===== config.mk =====
export PLATFORM = sky130hd
export DESIGN_NAME = tile_writer
export DESIGN_NICKNAME = d
export VERILOG_FILES = /design/src/rtl/tile_writer.sv
export SDC_FILE = /design/constraint.sdc
export NUM_CORES = 1
export LEC_CHECK = 0
export BUFFER_PORTS_ARGS = -buffer_cell sky130_fd_sc_hd__buf_2
export CAP_MARGIN = 25
export CORE_ASPECT_RATIO = 2
export CORE_MARGIN = 5
export CORE_UTILIZATION = 30
export DETAILED_ROUTE_END_ITERATION = 8
export PLACE_DENSITY_LB_ADDON = 0.1
export SYNTH_ARGS = -nofsm -noshare
export SYNTH_HDL_FRONTEND = slang
export SYNTH_SLANG_ARGS = --single-unit

===== constraint.sdc =====
create_clock -name clk -period 8.5 [get_ports clk]
set_input_delay 0 -clock clk [delete_from_list [all_inputs] [get_ports clk]]
set_output_delay 0 -clock clk [all_outputs]
set_load 0.02 [all_outputs]

===== src/rtl/tile_writer.sv =====
// Host front end for the tile map: queues tile updates and commits them, or whole-map fills, only during vblank.
// Optional macro TILE_WRITER_AUTOINC_EN: the index register steps by one after every addr-1 push.
//
// state | meaning
// IDLE  | nothing to commit
// DRAIN | popping queued updates, one per vblank cycle
// FILL  | writing the fill value to every tile, one per vblank cycle
module tile_writer #(
    parameter int FIFO_DEPTH = 16,
    parameter int NUM_TILES  = 4800,
    parameter int IDX_W      = 13,
    parameter int ID_W       = 6
) (
    input  logic                          clk,
    input  logic                          reset,
    input  logic [15:0]                   writedata,
    input  logic                          write,
    input  logic                          chipselect,
    input  logic [2:0]                    address,
    input  logic                          vblank,
    output logic                          tm_we,
    output logic [IDX_W-1:0]              tm_addr,
    output logic [ID_W-1:0]               tm_data,
    output logic                          busy,
    output logic [$clog2(FIFO_DEPTH):0]   fifo_count,
    output logic                          overflow,
    output logic                          range_err
);

    localparam int                PTR_W       = $clog2(FIFO_DEPTH);
    localparam int                ENT_W       = IDX_W + ID_W;
    localparam logic [IDX_W-1:0]  LAST_IDX    = IDX_W'(NUM_TILES - 1);
    localparam logic [IDX_W:0]    NUM_TILES_W = (IDX_W + 1)'(NUM_TILES);
    localparam logic [PTR_W:0]    FULL_CNT    = (PTR_W + 1)'(FIFO_DEPTH);

    typedef enum logic [1:0] {
        S_IDLE  = 2'd0,
        S_DRAIN = 2'd1,
        S_FILL  = 2'd2
    } state_t;

    state_t              state_q, state_d;
    logic [ENT_W-1:0]    mem_q [FIFO_DEPTH];
    logic [PTR_W-1:0]    wr_ptr_q, wr_ptr_d;
    logic [PTR_W-1:0]    rd_ptr_q, rd_ptr_d;
    logic [PTR_W:0]      count_q, count_d;
    logic [IDX_W-1:0]    idx_q, idx_d;
    logic [IDX_W-1:0]    fill_cnt_q, fill_cnt_d;
    logic [ID_W-1:0]     fill_val_q, fill_val_d;
    logic                ovf_q, ovf_d;
    logic                rerr_q, rerr_d;
    logic                tm_we_q, tm_we_d;
    logic [IDX_W-1:0]    tm_addr_q, tm_addr_d;
    logic [ID_W-1:0]     tm_data_q, tm_data_d;

    logic                host_wr, wr_idx, wr_push, fill_cmd, wr_clr;
    logic                push_range_bad, push_full, push_ok;
    logic                pop, fill_wr, fill_last;
    logic [ENT_W-1:0]    head;
    logic                unused_wdata;

    assign host_wr  = write & chipselect;
    assign wr_idx   = host_wr & (address == 3'd0);
    assign wr_push  = host_wr & (address == 3'd1);
    assign fill_cmd = host_wr & (address == 3'd2);
    assign wr_clr   = host_wr & (address == 3'd3) & writedata[0];

    assign unused_wdata = ^writedata[15:IDX_W];

    // Range is checked before fullness; a same-cycle fill empties the queue, so it never counts as full.
    assign push_range_bad = wr_push & ({1'b0, idx_q} >= NUM_TILES_W);
    assign push_full      = wr_push & ~push_range_bad & ~fill_cmd & (count_q == FULL_CNT);
    assign push_ok        = wr_push & ~push_range_bad & ~push_full;

    assign head = mem_q[rd_ptr_q];

    always_ff @(posedge clk) begin
        if (!reset) begin
            state_q <= S_IDLE;
        end else begin
            state_q <= state_d;
        end
    end

    always_comb begin
        state_d = state_q;
        case (state_q)
            S_IDLE:  if (count_q != '0) state_d = S_DRAIN;
            S_DRAIN: if (count_q == '0) state_d = S_IDLE;
            S_FILL:  if (fill_last) state_d = S_IDLE;
            default: state_d = S_IDLE;
        endcase
        if (fill_cmd) begin
            state_d = S_FILL;
        end
    end

    always_comb begin
        pop     = 1'b0;
        fill_wr = 1'b0;
        case (state_q)
            S_DRAIN: pop     = vblank & (count_q != '0) & ~fill_cmd;
            S_FILL:  fill_wr = vblank & ~fill_cmd;
            default: ;
        endcase
    end

    assign fill_last = fill_wr & (fill_cnt_q == LAST_IDX);

    always_comb begin
        wr_ptr_d = wr_ptr_q;
        rd_ptr_d = rd_ptr_q;
        count_d  = count_q;
        if (push_ok) begin
            wr_ptr_d = wr_ptr_q + 1'b1;
        end
        if (fill_cmd) begin
            rd_ptr_d = wr_ptr_q;
            count_d  = push_ok ? (PTR_W + 1)'(1) : '0;
        end else begin
            if (pop) begin
                rd_ptr_d = rd_ptr_q + 1'b1;
            end
            case ({push_ok, pop})
                2'b10:   count_d = count_q + 1'b1;
                2'b01:   count_d = count_q - 1'b1;
                default: count_d = count_q;
            endcase
        end
    end

    always_comb begin
        idx_d = idx_q;
        if (wr_idx) begin
            idx_d = writedata[IDX_W-1:0];
        end
`ifdef TILE_WRITER_AUTOINC_EN
        else if (wr_push) begin
            idx_d = (idx_q == LAST_IDX) ? '0 : idx_q + 1'b1;
        end
`endif
    end

    always_comb begin
        fill_cnt_d = fill_cnt_q;
        fill_val_d = fill_val_q;
        if (fill_cmd) begin
            fill_cnt_d = '0;
            fill_val_d = writedata[ID_W-1:0];
        end else if (fill_wr) begin
            fill_cnt_d = fill_last ? '0 : fill_cnt_q + 1'b1;
        end
    end

    // A flag set in the same cycle as a clear wins.
    always_comb begin
        ovf_d  = ovf_q;
        rerr_d = rerr_q;
        if (wr_clr) begin
            ovf_d  = 1'b0;
            rerr_d = 1'b0;
        end
        if (push_full) begin
            ovf_d = 1'b1;
        end
        if (push_range_bad) begin
            rerr_d = 1'b1;
        end
    end

    always_comb begin
        tm_we_d   = pop | fill_wr;
        tm_addr_d = tm_addr_q;
        tm_data_d = tm_data_q;
        if (pop) begin
            {tm_addr_d, tm_data_d} = head;
        end else if (fill_wr) begin
            tm_addr_d = fill_cnt_q;
            tm_data_d = fill_val_q;
        end
    end

    always_ff @(posedge clk) begin
        if (push_ok) begin
            mem_q[wr_ptr_q] <= {idx_q, writedata[ID_W-1:0]};
        end
    end

    always_ff @(posedge clk) begin
        if (!reset) begin
            wr_ptr_q   <= '0;
            rd_ptr_q   <= '0;
            count_q    <= '0;
            idx_q      <= '0;
            fill_cnt_q <= '0;
            fill_val_q <= '0;
            ovf_q      <= 1'b0;
            rerr_q     <= 1'b0;
            tm_we_q    <= 1'b0;
            tm_addr_q  <= '0;
            tm_data_q  <= '0;
        end else begin
            wr_ptr_q   <= wr_ptr_d;
            rd_ptr_q   <= rd_ptr_d;
            count_q    <= count_d;
            idx_q      <= idx_d;
            fill_cnt_q <= fill_cnt_d;
            fill_val_q <= fill_val_d;
            ovf_q      <= ovf_d;
            rerr_q     <= rerr_d;
            tm_we_q    <= tm_we_d;
            tm_addr_q  <= tm_addr_d;
            tm_data_q  <= tm_data_d;
        end
    end

    assign tm_we      = tm_we_q;
    assign tm_addr    = tm_addr_q;
    assign tm_data    = tm_data_q;
    assign fifo_count = count_q;
    assign overflow   = ovf_q;
    assign range_err  = rerr_q;
    assign busy       = (state_q != S_IDLE) | (count_q != '0);

endmodule


==> key figures, run 1 <==
Run status
  – Status: complete, no violations

Synthesis
  – Largest area contributor in the netlist: edfxtp_1
  – Synth top area share: 61.4%
  – Post-Synthesis Cells: 816
  – Async set or reset register ratio after synthesis: 0%
  – Synth area leaders: edfxtp_1 (61%), dfxtp_1 (9.8%), mux4_2 (6.5%), mux4_1 (5.8%), a22oi_1 (1.8%)
  – Synthesized area per cell: roughly 18 sq um
  – Post-Synthesis Cell Area: 14,900 sq um
  – Flops & latches, synth: between 300 and 400
  – Syn_nets: 850
  – Predominant post-synthesis flop cell: edfxtp_1
  – Number of synthesized flops with an enable pin: 304
  – Synth cell types: 55
  – Yosys warns: 0
  – Register area share after synthesis: 71.3%

Worst setup path
  – CP Class: flip-flop to flip-flop
  – Critical Path AT: 3.78 ns
  – Worst-path fanout max: 18
  – Slowest-stage cell, CP: dfxtp_1
  – Critical path required time: between 8 and 9 ns
  – Critical path capture point type: flip-flop
  – Worst path cell trace: a21oi_1 > o211a_1 > nand2_1 > nand2_1 > fa_1 > nand2b_1 > a21oi_1 > nand3b_1 > mux2i_1 > a311o_1
  – CP Launch Type: flip-flop
  – Max stage delay on crit path: about 0.75 ns

Global routing
  – Largest net degree at the start of global routing: 44
  – Vias in the first global route: between 8,000 and 9,000
  – Total GRT Usage: around 15%
  – Global-route wire length before repair: 60,000 microns
  – GRT overflow: 0
  – Initial antenna violation count: 0

Final layout
  – Area grow syn2layout: 15.8%
  – Final core utilization: a little over a third
  – Net count, final: ~930
  – Fraction of layout cells with a size suffix above 1: 22.5%
  – Ant. Diodes: 0

Timing
  – Slew HR: 31.4%
  – RSZ-0062 raised after global routing: false
  – Final setup vio count: 0
  – Worst slew pin tran: 1.03 ns
  – Fmax: 0.299 GHz
  – Slew Limit Fails: 0
  – Final hold vios: 0
  – Fin Setup TNS: 0 ns
  – Final min period: 3.35 ns
  – Skew final: around 0.021 ns
  – Fin crit share: about two fifths
  – PnR worst setup slack: ~5.2 ns

CTS
  – H-tree level count: 2
  – CTS tree: built
  – Clock root buffer: clkbuf_16
  – Worst skew pair latency: 0.54 ns
  – CTS buffer count: 36
  – Worst-path clk slew: 0.07 ns
  – Number of clock sinks: 377
  – CTS resizes: 0
  – Deepest clock path buffer count: 3

Pwr
  – Sw Share: 20.5%
  – PnR Total Power: 3.75 mW
  – Gate power share: 2.2%
  – P_leak: 5.38 nW
  – Power Dens Cells: approximately 220 nW/um^2
  – Switching power: 0.767 mW
  – Worst vdd ir: 0.107 mV
  – Internal: 2.98 mW
  – Share of power burned in registers: between 50% and 60%
  – Clock power share: 44.7%

Placed design
  – Worst slack, placed: about 5.1 ns
  – I/O Buffers: 48
  – Final GP Congestion: 0.748
  – HPWL Detailed: 26,200 microns

Die
  – Core Region: 49,100 sq um
  – Ports: 52
  – DIE AREA: 54,300 sq um
  – Row cnt: ~120
  – Initial Utilization: 30.3%
  – Die height: ~320 microns
  – Die X: 167 microns

Routing
  – Antenna viol nets, final: 0
  – Total wire length: 41,900 microns
  – Vias per cell: 5.02
  – Iteration count of the initial detailed-routing pass: 5
  – DR WL/cell: 26.8 microns
  – DR iter-0 viols: 428
  – Vias: between 7,000 and 8,000
  – DRC: 0

Job
  – Max_cap viols: 0

Min path
  – Hold WC Path Type: primary input to flip-flop
area by class of cell:
type                       count  area, sq um
clock buffer                  48         1020
timing repair buffer          87          572
clock inverter                18          204
tap                          643          805
inverter                       9         33.8
multi-input combinational    384         3980
fill                        4653        31900
sequential                   377        10600
worst max-delay path: cells and delay by family (launching register included):
kind	cells	cell delay (ns)
adder cells (fa/ha/maj)	1	0.40
flip-flops	1	0.75
multiplexers	1	0.11
AND/OR/NAND/NOR	4	0.71
AO/OA/AOI/OAI	4	1.25
metal layers:
| metal | track usage, % | vias to the layer above | share of wire, % |
|---|---|---|---|
| met5 | 0 | - | 0 |
| met4 | 4.49 | 0 | 2.7 |
| met3 | 1.93 | 50 | 3.2 |
| met2 | 28.8 | 171 | 56 |
| met1 | 17.7 | 4171 | 38 |
| li1 | - | 3470 | - |
synthesized netlist by cell type (7+ instances only):
library cell  number
a21oi_1           15
a22oi_1           36
a31oi_1           20
buf_2             14
clkbuf_1          15
dfxtp_1           73
edfxtp_1         304
ha_1               9
inv_1              9
mux2i_1           19
mux4_1            33
mux4_2            43
nand2_1           40
nand2b_1           8
nand3_1           11
nor2_1            54
nor3_1             7
o221ai_1          18
xor2_1            12
kinds of logic after synthesis:
logic type	after synthesis	share of synthesized area, %
fa+ha+maj	10	0.893
mux	95	13.6
compound gates	112	5.83
simple gates	148	4.83
flops	377	71.3
xor+xnor	19	1.17
buf+inv	55	2.37
power by group through the flow:
stage               logic [mW]  registers, mW  clock network (mW)
floorplan               0.0458           2.03                   0
global route            0.0887           1.99                1.80
detailed placement      0.0796           2.03                   0
finish                  0.0821           1.99                1.67
global placement        0.0792           2.03                   0
CTS                     0.0849           1.99                1.73
placed cells by master, fill, tap and decap left out, types with 4 or more instances in the layout:
cell / Yosys / layout
mux4_1: 33 / 33
dlygate4sd3_1: 0 / 14
bufinv_16: 0 / 4
ha_1: 9 / 9
nand2_1: 40 / 40
buf_2: 14 / 48
clkbuf_8: 0 / 5
clkbuf_1: 15 / 6
nor3_2: 1 / 5
dfxtp_1: 73 / 71
nand3_1: 11 / 11
edfxtp_1: 304 / 304
clkinv_1: 0 / 4
a31oi_1: 20 / 20
o221ai_1: 18 / 18
clkbuf_16: 0 / 37
and2_1: 5 / 5
clkinv_2: 0 / 4
mux2i_1: 19 / 19
nand2b_1: 8 / 8
buf_4: 6 / 24
mux4_2: 43 / 43
nand4_1: 4 / 4
nor2_1: 54 / 41
a22oi_1: 36 / 36
a21oi_1: 15 / 15
a211oi_1: 6 / 6
xor2_1: 12 / 12
inv_1: 9 / 9
nor2_2: 0 / 13
xnor2_1: 6 / 6
path summary, 6_finish.rpt:
kind | slack (ns) | from | cells after the start | to
max | 5.15 | idx_q[6] | 10 | fifo_count[4]
min | 0.07 | vblank | 4 | flip-flop
max reg2reg | 5.15 | idx_q[6] | 10 | fifo_count[4]
min reg2reg | 0.46 | fill_val_q[1] | 2 | fill_val_q[1]
metrics by stage:
stage	instance area (sq um)	hold WS [ns]	cells
5_1_grt	17200	0.116	1566
2_1_floorplan	14900	0.0989	816
3_5_place_dp	15800	0.242	1486
3_3_place_gp	15800	0.236	1485
4_1_cts	17200	0.0563	1566
6_report	17200	0.0738	1566
state kept, by name (all words and copies together), names as in the netlist, named ones only:
signal	count
overflow	1
state_q	2
idx_q	13
mem_q	304
tm_we	1
fill_cnt_q	13
tm_addr	13
wr_ptr_q	4
rd_ptr_q	4
range_err	1
fill_val_q	6
fifo_count	5
tm_data	6
what timing repair did:
action,CTS,global route
setup buffers,0,0
hold buffers,14,0
endpoints found under the hold margin,117,0
Power figures use the tool's default switching activity.
==> inputs of run 2 (changes only) <==
==> constraint.sdc (replaced) <==
create_clock -name clk -period 3.2 [get_ports clk]
set_input_delay 0 -clock clk [delete_from_list [all_inputs] [get_ports clk]]
set_output_delay 0 -clock clk [all_outputs]
set_load 0.02 [all_outputs]
==> key figures, run 2 (synthesis gave the netlist of run 1 again) <==
Run status
  – Status: complete, no violations (unchanged)

Final layout
  – Biggest register: mem_q (unchanged)
  – Max FFs per register: 304 (unchanged)
  – Net count, final: 962 (was 929)
  – Fraction of layout cells with a size suffix above 1: 24.2% (was 22.5%)
  – Area of the multi-input gates: 3980 sq um (about the same)
  – Final core utilization: 35.5% (was 35.1%)
  – Fillcell total: 4,625 (was 4,653)
  – Area grow syn2layout: 17.1% (was 15.8%)
  – Most frequent cells in the layout: edfxtp_1 (304), dfxtp_1 (71), buf_4 (53) (was edfxtp_1 (304), dfxtp_1 (71), buf_2 (48))
  – Most common cell after layout, fill and taps aside: edfxtp_1 (unchanged)
  – Register area: 10,600 sq um (unchanged)

Pwr
  – PnR Total Power: 9.72 mW (was 3.75 mW)
  – Switching power: 2.02 mW (was 0.767 mW)
  – Worst vdd ir: 0.288 mV (was 0.107 mV)
  – Clock power share: 43.2% (was 44.7%)
  – P_leak: 5.54 nW (was 5.38 nW)
  – Sw Share: 20.8% (was 20.5%)
  – Share of power burned in registers: 54.3% (was 53.1%)
  – Power Dens Cells: 559 nW/um^2 (was 218 nW/um^2)
  – Gate power share: 2.4% (was 2.2%)
  – Internal: 7.70 mW (was 2.98 mW)

Routing
  – DR iter-0 viols: 442 (was 428)
  – DRC: 0 (unchanged)
  – Iteration count of the initial detailed-routing pass: 5 (unchanged)
  – Antenna viol nets, final: 0 (unchanged)
  – Vias per cell: 4.94 (was 5.02)
  – Total wire length: 42,300 microns (was 41,900 microns)
  – DR WL/cell: 26.5 microns (was 26.8 microns)
  – Vias: 7,899 (was 7,862)

Timing
  – PnR worst setup slack: 0.471 ns (was 5.15 ns)
  – Final hold slack: 0.0513 ns (was 0.0738 ns)
  – RSZ-0062 raised after global routing: false (unchanged)
  – Fin crit share: 85.3% (was 39.4%)
  – Worst slew pin tran: 0.644 ns (was 1.03 ns)
  – Final setup vio count: 0 (unchanged)
  – Fmax: 0.366 GHz (was 0.299 GHz)
  – Skew final: 0.0198 ns (was 0.0206 ns)
  – Final min period: 2.73 ns (was 3.35 ns)
  – Slew Limit Fails: 0 (unchanged)
  – Slew HR: 56.8% (was 31.4%)
  – Final hold vios: 0 (unchanged)
  – Fin Setup TNS: 0 ns (unchanged)

Worst setup path
  – Critical path required time: 3.61 ns (was 8.93 ns)
  – Worst-path fanout max: 6 (was 18)
  – R2R Path Start: fifo_count[0] (was idx_q[6])
  – Critical Path AT: 3.14 ns (was 3.78 ns)
  – CP Class: flip-flop to flip-flop (unchanged)
  – Critical path capture point type: flip-flop (unchanged)
  – CP Launch Type: flip-flop (unchanged)
  – Crit path launch: fifo_count[0] (was idx_q[6])

Global routing
  – Largest net degree at the start of global routing: 32 (was 44)
  – GRT overflow: 0 (unchanged)
  – Vias in the first global route: 8,375 (was 8,294)
  – Global-route wire length before repair: 61,500 microns (was 60,000 microns)
  – Initial antenna violation count: 0 (unchanged)
  – Total GRT Usage: 15.5% (was 15.2%)

Die
  – Row cnt: 115 (unchanged)
  – DIE AREA: 54,300 sq um (unchanged)
  – Initial Utilization: 30.3% (unchanged)
  – Die X: 167 microns (unchanged)
  – Die height: 325 microns (unchanged)
  – Core Region: 49,100 sq um (unchanged)
  – Ports: 52 (unchanged)

Placed design
  – Worst slack, placed: 0.437 ns (was 5.11 ns)
  – HPWL Detailed: 27,500 microns (was 26,200 microns)
  – I/O Buffers: 48 (unchanged)
  – Final GP Congestion: 0.739 (was 0.748)

Min path
  – HP Start: reset (was vblank)
  – Hold WC Path Type: primary input to flip-flop (unchanged)

CTS
  – Number of clock sinks: 377 (unchanged)
  – Worst-path clk slew: 0.07 ns (about the same)
  – H-tree level count: 2 (unchanged)
  – Deepest clock path buffer count: 3 (unchanged)
  – Clock root buffer: clkbuf_16 (unchanged)
  – CTS resizes: 0 (unchanged)
  – Worst skew pair latency: 0.54 ns (about the same)
  – CTS tree: built (unchanged)
  – CTS buffer count: 37 (was 36)

Job
  – Max_cap viols: 0 (unchanged)
run 2: cell count changes in the layout (fill, tap and decap cells not counted), sizes merged, moves of 2 or more:
cell	delta
buf	+32
clkbuf	+8
bufinv	-3
clkinvlp	-3
diode	+2
inv	-2
run 2: power by group through the flow:
| stage | sequential [mW] | clock, mW | combinational (mW) |
|---|---|---|---|
| 6_report | 5.28 | 4.21 | 0.237 |
| 5_1_grt | 5.28 | 4.52 | 0.256 |
| 4_1_cts | 5.28 | 4.35 | 0.245 |
| 3_5_place_dp | 5.39 | 0 | 0.231 |
| 3_3_place_gp | 5.39 | 0 | 0.229 |
| 2_1_floorplan | 5.39 | 0 | 0.122 |
run 2: through the flow:
step / std cells / area (sq um)
2_1_floorplan: 816 / 14900
3_3_place_gp: 1518 / 16100
3_5_place_dp: 1518 / 16100
4_1_cts: 1597 / 17400
5_1_grt: 1597 / 17400
6_report: 1599 / 17400
run 2: cell type report:
class                      count  share of cell area (%)
clock inverter                 9                   0.467
antenna                        2                  0.0288
multi-input combinational    384                    22.8
sequential                   377                    60.9
timing repair buffer         119                    4.93
inverter                       9                   0.194
clock buffer                  56                    6.02
tap                          643                    4.62
run 2: repair_timing:
item                                    CTS  global route
endpoints found under the setup margin    0             0
setup buffers                             0             0
endpoints found under the hold margin   117             0
hold buffers                             14             0
run 2: path summary, 6_finish.rpt:
path                                       to  cells past startpoint  slack (ns)
worst max register to register  fifo_count[4]                     10        0.47
worst max-delay path            fifo_count[4]                     10        0.47
worst min register to register  fill_val_q[2]                      2        0.46
worst min-delay path                 idx_q[0]                      4        0.05
run 2: layer usage:
layer / wire length [microns] / vias up / track usage [%]
met4: 941 / 0 / 4.08
met1: 16800 / 4166 / 18.9
met2: 23400 / 145 / 28.9
li1: - / 3532 / -
met5: 0 / - / 0
met3: 1220 / 56 / 1.68
run 2: worst max-delay path: stages (launching register included):
cell      delay [ns]
dfxtp_1         0.38
nor4_4          0.36
a21oi_2         0.13
nand2_1         0.22
nand2_1         0.12
fa_1            0.40
nand2b_1        0.17
a21oi_1         0.28
nand3b_1        0.16
mux2i_1         0.07
a311o_1         0.34
==> inputs of run 3 (changes only) <==
--- a/config.mk
+++ b/config.mk
@@ -12,6 +12,7 @@
 export CORE_UTILIZATION = 30
 export DETAILED_ROUTE_END_ITERATION = 8
 export PLACE_DENSITY_LB_ADDON = 0.1
+export RECOVER_POWER = 25
 export SYNTH_ARGS = -nofsm -noshare
 export SYNTH_HDL_FRONTEND = slang
 export SYNTH_SLANG_ARGS = --single-unit
==> key figures, run 3 (synthesis gave the netlist of run 1 again) <==
Final layout
  – Max FFs per register: 304 (unchanged)
  – Most common cell after layout, fill and taps aside: edfxtp_1 (unchanged)
  – Finished Cell Area: 17,400 sq um (about the same)
  – Most frequent cells in the layout: edfxtp_1 (304), dfxtp_1 (71), buf_4 (47) (was edfxtp_1 (304), dfxtp_1 (71), buf_4 (53))
  – Area grow syn2layout: 16.9% (was 17.1%)
  – Biggest register: mem_q (unchanged)
  – Net count, final: 962 (unchanged)
  – Register area: 10,600 sq um (unchanged)
  – Layout Cells excl Fill: 1,599 (unchanged)
  – Area of the multi-input gates: 3980 sq um (unchanged)
  – Fillcell total: 4,630 (was 4,625)
  – Fraction of layout cells with a size suffix above 1: 23.0% (was 24.2%)

Placed design
  – HPWL Detailed: 27,500 microns (unchanged)
  – I/O Buffers: 48 (unchanged)
  – Final GP Congestion: 0.739 (unchanged)
  – DP Area: 16,100 sq um (unchanged)
  – Placed Cells: 1,518 (unchanged)

Worst setup path
  – Worst r2r path cells: 10 (unchanged)
  – Critical Path End: fifo_count[4] (unchanged)
  – Critical path capture point type: flip-flop (unchanged)
  – CP Class: flip-flop to flip-flop (unchanged)
  – R2R Setup Slk: 0.47 ns (about the same)
  – Worst path cell trace: nor4_4 > a21oi_2 > nand2_1 > nand2_1 > fa_1 > nand2b_1 > a21oi_1 > nand3b_1 > mux2i_1 > a311o_1 (unchanged)
  – Slowest-stage cell, CP: fa_1 (unchanged)
  – Crit path launch: fifo_count[0] (unchanged)
  – Worst Path Buf+Inv: 0 (unchanged)
  – Max stage delay on crit path: 0.40 ns (about the same)
  – R2R Path Start: fifo_count[0] (unchanged)
  – RR Endpoint: fifo_count[4] (unchanged)
  – CP Launch Type: flip-flop (unchanged)
  – Worst-path fanout max: 6 (unchanged)
  – Critical Path AT: 3.14 ns (about the same)
  – CP most frequent cell: nand2_1 (unchanged)
  – Critical path's top delay family: simple AND/OR/NAND/NOR gates (unchanged)
  – Critical path required time: 3.61 ns (about the same)
  – Crit. path cell count: 10 (unchanged)

CTS
  – H-tree level count: 2 (unchanged)
  – Number of clock sinks: 377 (unchanged)
  – Deepest clock path buffer count: 3 (unchanged)
  – CTS resizes: 0 (unchanged)
  – CTS Hold Buffers Added: 14 (unchanged)
  – CTS tree: built (unchanged)
  – Clock root buffer: clkbuf_16 (unchanged)
  – Worst-path clk slew: 0.06 ns (was 0.07 ns)
  – Setup bufs post-CTS: 0 (unchanged)
  – CTS buffer count: 37 (unchanged)
  – Worst skew pair latency: 0.54 ns (about the same)

Timing
  – Final min period: 2.73 ns (about the same)
  – RSZ-0062 raised after global routing: false (unchanged)
  – Fin crit share: 85.3% (about the same)
  – Slew HR: 34.4% (was 56.8%)
  – Final hold slack: 0.0501 ns (was 0.0513 ns)
  – Skew final: 0.0207 ns (was 0.0198 ns)
  – Final setup vio count: 0 (unchanged)
  – Final hold vios: 0 (unchanged)
  – Fin Setup TNS: 0 ns (unchanged)
  – Fmax: 0.366 GHz (about the same)
  – Worst slew pin tran: 0.984 ns (was 0.644 ns)
  – Slew Limit Fails: 0 (unchanged)

Job
  – Max_cap viols: 0 (unchanged)

Pwr
  – Power Dens Cells: 560 nW/um^2 (was 559 nW/um^2)
  – Worst vdd ir: 0.289 mV (was 0.288 mV)
  – PnR Total Power: 9.72 mW (about the same)
  – P_leak: 5.50 nW (was 5.54 nW)

Global routing
  – Largest net degree at the start of global routing: 32 (unchanged)
  – Initial antenna violation count: 0 (unchanged)
  – Global-route wire length before repair: 61,500 microns (unchanged)
  – Vias in the first global route: 8,375 (unchanged)
  – Total GRT Usage: 15.5% (unchanged)
  – GRT overflow: 0 (unchanged)

Routing
  – DR WL/cell: 26.5 microns (about the same)
  – DR iter-0 viols: 432 (was 442)
  – Vias per cell: 4.94 (about the same)
  – Vias: 7,901 (was 7,899)
  – Antenna viol nets, final: 0 (unchanged)
  – DRC: 0 (unchanged)
  – Iteration count of the initial detailed-routing pass: 4 (was 5)
  – Total wire length: 42,300 microns (about the same)

Die
  – Die height: 325 microns (unchanged)
  – Die X: 167 microns (unchanged)
  – Core Region: 49,100 sq um (unchanged)
  – Row cnt: 115 (unchanged)
  – Ports: 52 (unchanged)
  – DIE AREA: 54,300 sq um (unchanged)
  – Initial Utilization: 30.3% (unchanged)

Min path
  – Hold WC Path Type: primary input to flip-flop (unchanged)

Run status
  – Status: complete, no violations (unchanged)
[run 3: cell count changes in the layout (fill, tap and decap cells not counted)]
| cell | before | now |
|---|---|---|
| clkbuf_1 | 15 | 27 |
| buf_2 | 48 | 42 |
| buf_4 | 53 | 47 |
[run 3: how the worst min path moves through the flow]
stage	start	end	slack [ns]	cells past startpoint
floorplan	writedata[0]	mem_q[0][0]	0.1	0
global placement	writedata[8]	idx_q[8]	0.24	3
detailed placement	writedata[8]	idx_q[8]	0.25	3
CTS	reset	idx_q[0]	0.02	4
global route	reset	idx_q[10]	0.06	4
finish	reset	wr_ptr_q[3]	0.05	4
[run 3: cell type report]
class / instances / share of cell area, %
clock inverter: 9 / 0.468
multi-input combinational: 384 / 22.9
antenna: 2 / 0.0288
tap: 643 / 4.63
clock buffer: 56 / 6.03
timing repair buffer: 119 / 4.77
inverter: 9 / 0.194
sequential: 377 / 61.0
[run 3: stage by stage]
step	setup slack [ns]	utilization, %
floorplan	0.190	-
global placement	0.465	32.9
detailed placement	0.437	32.9
CTS	0.425	35.5
global route	0.277	35.4
finish	0.471	35.4
[run 3: layer usage]
metal  routed length (microns)  GRT usage, %
met5                         0             0
met4                       940          4.08
met3                      1170          1.68
met2                     23400          28.9
met1                     16800          18.9
[run 3: power breakdown]
part	leakage [nW]	total [mW]	switching, mW	internal, mW
clock network	0.549	4.21	1.86	2.35
logic	1.63	0.236	0.148	0.0875
registers	3.32	5.28	0.0188	5.26
total	5.50	9.72	2.02	7.70
[run 3: worst register-to-register path, stage by stage, from the launching register on]
cell and delay, ns:
dfxtp_1 0.38, nor4_4 0.36, a21oi_2 0.13, nand2_1 0.22, nand2_1 0.12, fa_1 0.40, nand2b_1 0.17, a21oi_1 0.28
nand3b_1 0.16, mux2i_1 0.07, a311o_1 0.34
